**src/rtl/md_iter_engine_pkg.sv**
```systemverilog
// rtl/md_iter_engine_pkg.sv - shared MDU op codes, FSM encoding and iteration count
package md_iter_engine_pkg;

  // MDUOp codes shared with the MDU front end
  localparam logic [3:0] MDU_MULT  = 4'h1;
  localparam logic [3:0] MDU_MULTU = 4'h2;
  localparam logic [3:0] MDU_DIV   = 4'h3;
  localparam logic [3:0] MDU_DIVU  = 4'h4;

  // FSM state encoding
  localparam logic [2:0] ST_IDLE = 3'd0;
  localparam logic [2:0] ST_PREP = 3'd1;
  localparam logic [2:0] ST_ITER = 3'd2;
  localparam logic [2:0] ST_FIX  = 3'd3;
  localparam logic [2:0] ST_DONE = 3'd4;

  // One iteration per operand bit
  localparam int unsigned MD_ITERS  = 32;
  localparam logic [4:0]  ITER_LAST = 5'(MD_ITERS - 1);

  function automatic logic op_valid(input logic [3:0] op);
    return (op == MDU_MULT) || (op == MDU_MULTU) || (op == MDU_DIV) || (op == MDU_DIVU);
  endfunction

endpackage

```
**src/rtl/md_sign_fix.sv**
```systemverilog
// rtl/md_sign_fix.sv - combinational conditional two's complement negate (magnitude / sign fix)
module md_sign_fix #(
  parameter int unsigned WIDTH = 32
) (
  input  logic [WIDTH-1:0] val_i,
  input  logic             neg_i,
  output logic [WIDTH-1:0] res_o
);

  assign res_o = neg_i ? -val_i : val_i;

endmodule

```
**src/rtl/md_iter_engine.sv**
```systemverilog
// rtl/md_iter_engine.sv - iterative shift-add multiplier / restoring divider; optional div0 output under MD_DIV0_FLAG_EN
module md_iter_engine
  import md_iter_engine_pkg::*;
(
  input  logic        clk_i,
  input  logic        reset_ni,
  input  logic        start_i,
  input  logic [3:0]  op_i,
  input  logic [31:0] a_i,
  input  logic [31:0] b_i,
  input  logic        flush_i,
  output logic        busy_o,
  output logic        done_o,
  output logic [31:0] hi_o,
  output logic [31:0] lo_o
`ifdef MD_DIV0_FLAG_EN
  ,
  output logic        div0_o
`endif
);

  logic [2:0]  state_q, state_d;
  logic [3:0]  op_q, op_d;
  logic [31:0] a_q, a_d;
  logic [31:0] b_q, b_d;
  // acc holds {product_hi, multiplier/product_lo} for mult, {remainder, quotient} for div
  logic [63:0] acc_q, acc_d;
  // multiplicand magnitude for mult, divisor magnitude for div
  logic [31:0] opnd_q, opnd_d;
  logic        sgn_q, sgn_d;
  logic        rsgn_q, rsgn_d;
  logic [4:0]  iter_q, iter_d;
  logic [31:0] hi_q, hi_d;
  logic [31:0] lo_q, lo_d;

  logic        is_mul, is_signed;
  logic [31:0] mag_a, mag_b;
  logic [63:0] prod_fix;
  logic [31:0] quo_fix, rem_fix;
  logic [32:0] mul_sum;
  logic [32:0] div_tmp, div_diff;

  assign is_mul    = (op_q == MDU_MULT) || (op_q == MDU_MULTU);
  assign is_signed = (op_q == MDU_MULT) || (op_q == MDU_DIV);

  md_sign_fix #(.WIDTH(32)) u_mag_a (.val_i(a_q), .neg_i(is_signed & a_q[31]), .res_o(mag_a));
  md_sign_fix #(.WIDTH(32)) u_mag_b (.val_i(b_q), .neg_i(is_signed & b_q[31]), .res_o(mag_b));
  md_sign_fix #(.WIDTH(64)) u_prod  (.val_i(acc_q), .neg_i(sgn_q), .res_o(prod_fix));
  md_sign_fix #(.WIDTH(32)) u_quo   (.val_i(acc_q[31:0]), .neg_i(sgn_q), .res_o(quo_fix));
  md_sign_fix #(.WIDTH(32)) u_rem   (.val_i(acc_q[63:32]), .neg_i(rsgn_q), .res_o(rem_fix));

  // Next-state logic: FSM sequencing plus one multiply or divide step per ITER cycle
  always_comb begin
    state_d = state_q;
    op_d    = op_q;
    a_d     = a_q;
    b_d     = b_q;
    acc_d   = acc_q;
    opnd_d  = opnd_q;
    sgn_d   = sgn_q;
    rsgn_d  = rsgn_q;
    iter_d  = iter_q;
    hi_d    = hi_q;
    lo_d    = lo_q;
    // Mult: add multiplicand into the upper half when the multiplier LSB is set, then shift right
    mul_sum  = {1'b0, acc_q[63:32]} + {1'b0, (acc_q[0] ? opnd_q : 32'd0)};
    // Div: shift {rem, quo} left by one and trial-subtract; remainder stays below divisor so 33 bits suffice
    div_tmp  = acc_q[63:31];
    div_diff = div_tmp - {1'b0, opnd_q};
    if (flush_i) begin
      state_d = ST_IDLE;
    end else begin
      case (state_q)
        ST_IDLE: begin
          if (start_i && op_valid(op_i)) begin
            op_d    = op_i;
            a_d     = a_i;
            b_d     = b_i;
            state_d = ST_PREP;
          end
        end
        ST_PREP: begin
          acc_d   = is_mul ? {32'd0, mag_b} : {32'd0, mag_a};
          opnd_d  = is_mul ? mag_a : mag_b;
          sgn_d   = is_signed & (a_q[31] ^ b_q[31]);
          rsgn_d  = is_signed & a_q[31];
          iter_d  = 5'd0;
          state_d = ST_ITER;
        end
        ST_ITER: begin
          if (is_mul) begin
            acc_d = {mul_sum, acc_q[31:1]};
          end else if (!div_diff[32]) begin
            acc_d = {div_diff[31:0], acc_q[30:0], 1'b1};
          end else begin
            acc_d = {div_tmp[31:0], acc_q[30:0], 1'b0};
          end
          iter_d = iter_q + 5'd1;
          if (iter_q == ITER_LAST) state_d = ST_FIX;
        end
        ST_FIX: begin
          if (is_mul) begin
            {hi_d, lo_d} = prod_fix;
          end else if (b_q != 32'd0) begin
            hi_d = rem_fix;
            lo_d = quo_fix;
          end
          state_d = ST_DONE;
        end
        ST_DONE: state_d = ST_IDLE;
        default: state_d = ST_IDLE;
      endcase
    end
  end

  // State and datapath registers, cleared asynchronously
  always_ff @(posedge clk_i or negedge reset_ni) begin
    if (!reset_ni) begin
      state_q <= ST_IDLE;
      op_q    <= 4'd0;
      a_q     <= 32'd0;
      b_q     <= 32'd0;
      acc_q   <= 64'd0;
      opnd_q  <= 32'd0;
      sgn_q   <= 1'b0;
      rsgn_q  <= 1'b0;
      iter_q  <= 5'd0;
      hi_q    <= 32'd0;
      lo_q    <= 32'd0;
    end else begin
      state_q <= state_d;
      op_q    <= op_d;
      a_q     <= a_d;
      b_q     <= b_d;
      acc_q   <= acc_d;
      opnd_q  <= opnd_d;
      sgn_q   <= sgn_d;
      rsgn_q  <= rsgn_d;
      iter_q  <= iter_d;
      hi_q    <= hi_d;
      lo_q    <= lo_d;
    end
  end

  assign busy_o = (state_q == ST_PREP) || (state_q == ST_ITER) || (state_q == ST_FIX);
  assign done_o = (state_q == ST_DONE);
  assign hi_o   = hi_q;
  assign lo_o   = lo_q;

`ifdef MD_DIV0_FLAG_EN
  assign div0_o = (state_q == ST_DONE) && !is_mul && (b_q == 32'd0);
`endif

endmodule

```
**config.mk**
```make
export PLATFORM = sky130hd
export DESIGN_NAME = md_iter_engine
export DESIGN_NICKNAME = d
export VERILOG_FILES = /design/src/rtl/md_iter_engine_pkg.sv /design/src/rtl/md_sign_fix.sv /design/src/rtl/md_iter_engine.sv
export SDC_FILE = /design/constraint.sdc
export NUM_CORES = 1
export LEC_CHECK = 0
export BUFFER_PORTS_ARGS = -buffer_cell sky130_fd_sc_hd__buf_2
export CAP_MARGIN = 20
export CELL_PAD_IN_SITES_DETAIL_PLACEMENT = 0
export CELL_PAD_IN_SITES_GLOBAL_PLACEMENT = 2
export CORE_UTILIZATION = 40
export CTS_BUF_LIST = sky130_fd_sc_hd__clkbuf_8 sky130_fd_sc_hd__clkbuf_16
export CTS_CLUSTER_SIZE = 40
export DETAILED_ROUTE_END_ITERATION = 7
export GPL_TIMING_DRIVEN = 0
export MAX_ROUTING_LAYER = met4
export PLACE_DENSITY_LB_ADDON = 0.25
export SYNTH_ARGS = -nofsm -noshare
export SYNTH_HDL_FRONTEND = slang
export SYNTH_SLANG_ARGS = --single-unit
```
**constraint.sdc**
```tcl
create_clock -name clk_i -period 8 [get_ports clk_i]
set_clock_uncertainty 0.05 [all_clocks]
set_input_delay 1.6 -clock clk_i [delete_from_list [all_inputs] [get_ports clk_i]]
set_output_delay 1.6 -clock clk_i [all_outputs]
set_load 0.01 [all_outputs]
```
==> summary.txt <==
Status
  – Status: complete, no violations

Synthesis
  – Post-synthesis sequential area ratio: 0.346
  – Count leader, synth: nand2_1
  – Prevailing post-synth register cell: dfrtp_1
  – Top cell type's share of synthesized area: 0.346
  – Leading area contributor after synthesis: dfrtp_1
  – Synth Area per Inst: 8.35 um^2
  – Mapped Nets: 2,208
  – Post-synth EDFFs: 0
  – Number of synthesized register bits: 238
  – Top cells by area, synth: dfrtp_1 (35%), nand2_1 (5.6%), a21oi_1 (5.2%)
  – Cell variety after synth: 83
  – Post-synth ARST share: 1.00
  – Synth cell count leaders: nand2_1 (257), dfrtp_1 (238), nor2_1 (185)
  – Number of synthesis warnings: 0
  – Cells after synthesis: 2,064
  – Post-Syn Area: 17,200 um^2

Power and ir drop
  – Combinational share of power: 0.568
  – Static Leak: 8.58 nW
  – Sequential share of power: 0.252
  – Internal: 4.14 mW
  – Overall power: 8.25 mW
  – Sw Share: 0.498
  – Max rail drop VDD: 0.000206 V
  – Total net switching power: 4.10 mW
  – Clock share of power: 0.180
  – Ratio of total power to cell area: 418 nW/um^2

Floorplanning
  – Die width: 210 um
  – Top Ports: 138
  – Row cnt: 75
  – Die height: 210 um
  – Die footprint: 43,900 um^2
  – Core ar.: 42,200 um^2
  – Initial Utilization: 0.408

Clock network
  – Clk slew on worst S/H paths: 0.06 ns
  – Clock Path Buffers: 3
  – CTS H-tree lvls: 1
  – Latest clock arrival within the worst-skew pair: 0.58 ns
  – Clock sink total: 238
  – TritonCTS Buffers: 31
  – Root Buffer: clkbuf_16
  – Post-CTS Setup Bufs: 0
  – Clock tree from TritonCTS: yes
  – Hold Buf Count CTS: 0
  – # resized after CTS: 0

Drt
  – First-iteration detailed-routing DRC count: 1,568
  – Via-to-Cell Ratio: 5.89
  – Antenna-violating nets left: 0
  – Via count: 16,500
  – Post-DR wirelength/cell: 23.6 um
  – DRC errors left: 0
  – Drt pass-1 iters: 7
  – Drt total wl: 66.1 mm

Final layout
  – Nets: 2,380
  – Fraction of layout cells with a size suffix above 1: 0.137
  – Post-route insts no fill: 2,800
  – Core Util, Final: 0.468
  – Synth-to-Final Area Change: 14.6%

Critical path
  – Setup crit start: acc_q[0]
  – Worst Path Max Fanout: 10
  – Max incr delay on CP: 0.62 ns
  – Buf/Inv on CP: 2
  – Worst path top cell family by delay: compound AO/OA/AOI/OAI gates
  – CP max stage cell: o21ai_0
  – Critical R2R Launch: acc_q[0]
  – Req. time, crit path: 8.41 ns
  – Crit. End Element: flip-flop
  – CP startpoint kind: flip-flop
  – Critical setup path kind: flip-flop to flip-flop
  – CP Data Arrival Time: 5.42 ns
  – Worst path cell trace: inv_1 -> clkbuf_1 -> nor2_1 -> ha_1 -> o21ai_0 -> o21ai_0 -> a22oi_1 -> o21ai_0 -> a31o_2 -> a211oi_1 -> or3b_2 -> a32o_1 -> a311o_1
  – CP most frequent cell: o21ai_0

Min path
  – Critical hold path startpoint: lo_o[4]
  – HP Class: flip-flop to flip-flop

STA
  – Slew at the pin closest to its max-slew limit: 1.06 ns
  – TNS Setup: 0 ns
  – Achievable frequency: 200 MHz
  – Setup violations, final: 0
  – Normalized max-slew margin: 0.295
  – Crit path time final: 5.01 ns
  – Fin. Hold Viols: 0
  – RSZ-0062 raised after global routing: false
  – Period utilisation layout: 0.626
  – Setup ws final: 2.99 ns
  – Final Max Slew Viols: 0

Place
  – Placer Congestion: 0.940
  – Port bufs: 137
  – Post-DP HPWL: 51.9 mm
  – Placed cell count: 2,742
  – Post-place setup slack: 3.16 ns

Global routing
  – Grt ovf: 0
  – Largest net degree at the start of global routing: 121
  – First-pass GRT wire length: 100 mm
  – Total Routing Usage GR: 0.309
  – Initial antenna violation count: 0
  – Vias in the first global route: 15,700

Run
  – Max-cap violations: 0
==> per-stage QoR <==
stage	hold WS (ns)	instance area (um^2)
2_1_floorplan	0.400	17200
3_3_place_gp	0.408	18600
3_5_place_dp	0.416	18700
4_1_cts	0.427	19700
5_1_grt	0.445	19700
6_report	0.420	19700
==> layout make-up <==
| class | count | area, um^2 |
|---|---|---|
| well taps | 539 | 674 |
| clock inverters | 23 | 277 |
| flip-flops and latches | 238 | 5960 |
| inverters | 63 | 236 |
| multi-input cells | 1646 | 10600 |
| clock buffers | 33 | 803 |
| plain buffers | 117 | 483 |
| fillers | 4267 | 22500 |
| repair buffers | 139 | 751 |
| diodes | 2 | 5.00 |
==> final timing paths <==
kind / slack [ns] / cells after the start / endpoint
max: 2.99 / 13 / acc_q[56]
max in group asynchronous: 6.27 / 2 / b_q[13]
min in group asynchronous: 0.78 / 1 / hi_o[27]
min reg2reg: 0.42 / 2 / lo_o[4]
max reg2reg: 2.99 / 13 / acc_q[56]
min: 0.42 / 2 / lo_o[4]
==> power by group through the flow <==
stage / clock (mW) / combinational, mW / sequential, mW
5_1_grt: 1.55 / 5.12 / 2.12
2_1_floorplan: 0 / 3.23 / 1.88
3_5_place_dp: 0 / 4.58 / 2.08
6_report: 1.49 / 4.68 / 2.08
4_1_cts: 1.51 / 4.61 / 2.06
3_3_place_gp: 0 / 4.56 / 2.07
==> sequential cells by signal, summed over array words and instances, names as in the netlist <==
name     count
rsgn_q       1
sgn_q        1
opnd_q      32
state_q      3
hi_o        32
b_q         32
iter_q       5
a_q         32
op_q         4
acc_q       64
lo_o        32
==> placed cells by master (no fill, tap or decap), drive strengths merged, types with 65 or more instances in the layout <==
cell	synthesis	final
nand2	257	257
dfrtp	238	238
o21ai	196	196
nor2	186	186
a21oi	178	178
buf	22	161
clkbuf	95	128
xnor2	93	93
xor2	77	77
inv	62	71
ha	70	70
mux2	65	65
==> logic make-up after synthesis <==
family                   synth area share
flip-flops                          0.346
XOR/XNOR                           0.0868
AND/OR/NAND/NOR                     0.187
adder cells (fa/ha/maj)            0.0531
AO/OA/AOI/OAI                       0.225
buffers and inverters              0.0417
multiplexers                       0.0611
==> routing by layer <==
metal  GRT usage  routed length (um)  part of all wire  vias to the layer above
li1            -                   -                 -                     7791
met1       0.446               31200              0.47                     7999
met2       0.453               28700              0.43                      613
met3      0.0465                4430             0.067                       99
met4      0.0773                1720             0.026                        0
met5           -                   0                 0                        -
==> worst register-to-register path: cells and delay by family (launching register included) <==
kind                     cells  cell delay, ns
AO/OA/AOI/OAI                8            2.53
AND/OR/NAND/NOR              2            0.58
flip-flops                   1            0.54
adder cells (fa/ha/maj)      1            0.37
buffers and inverters        2            0.83
Note: power is estimated with default switching activity, not from simulation.
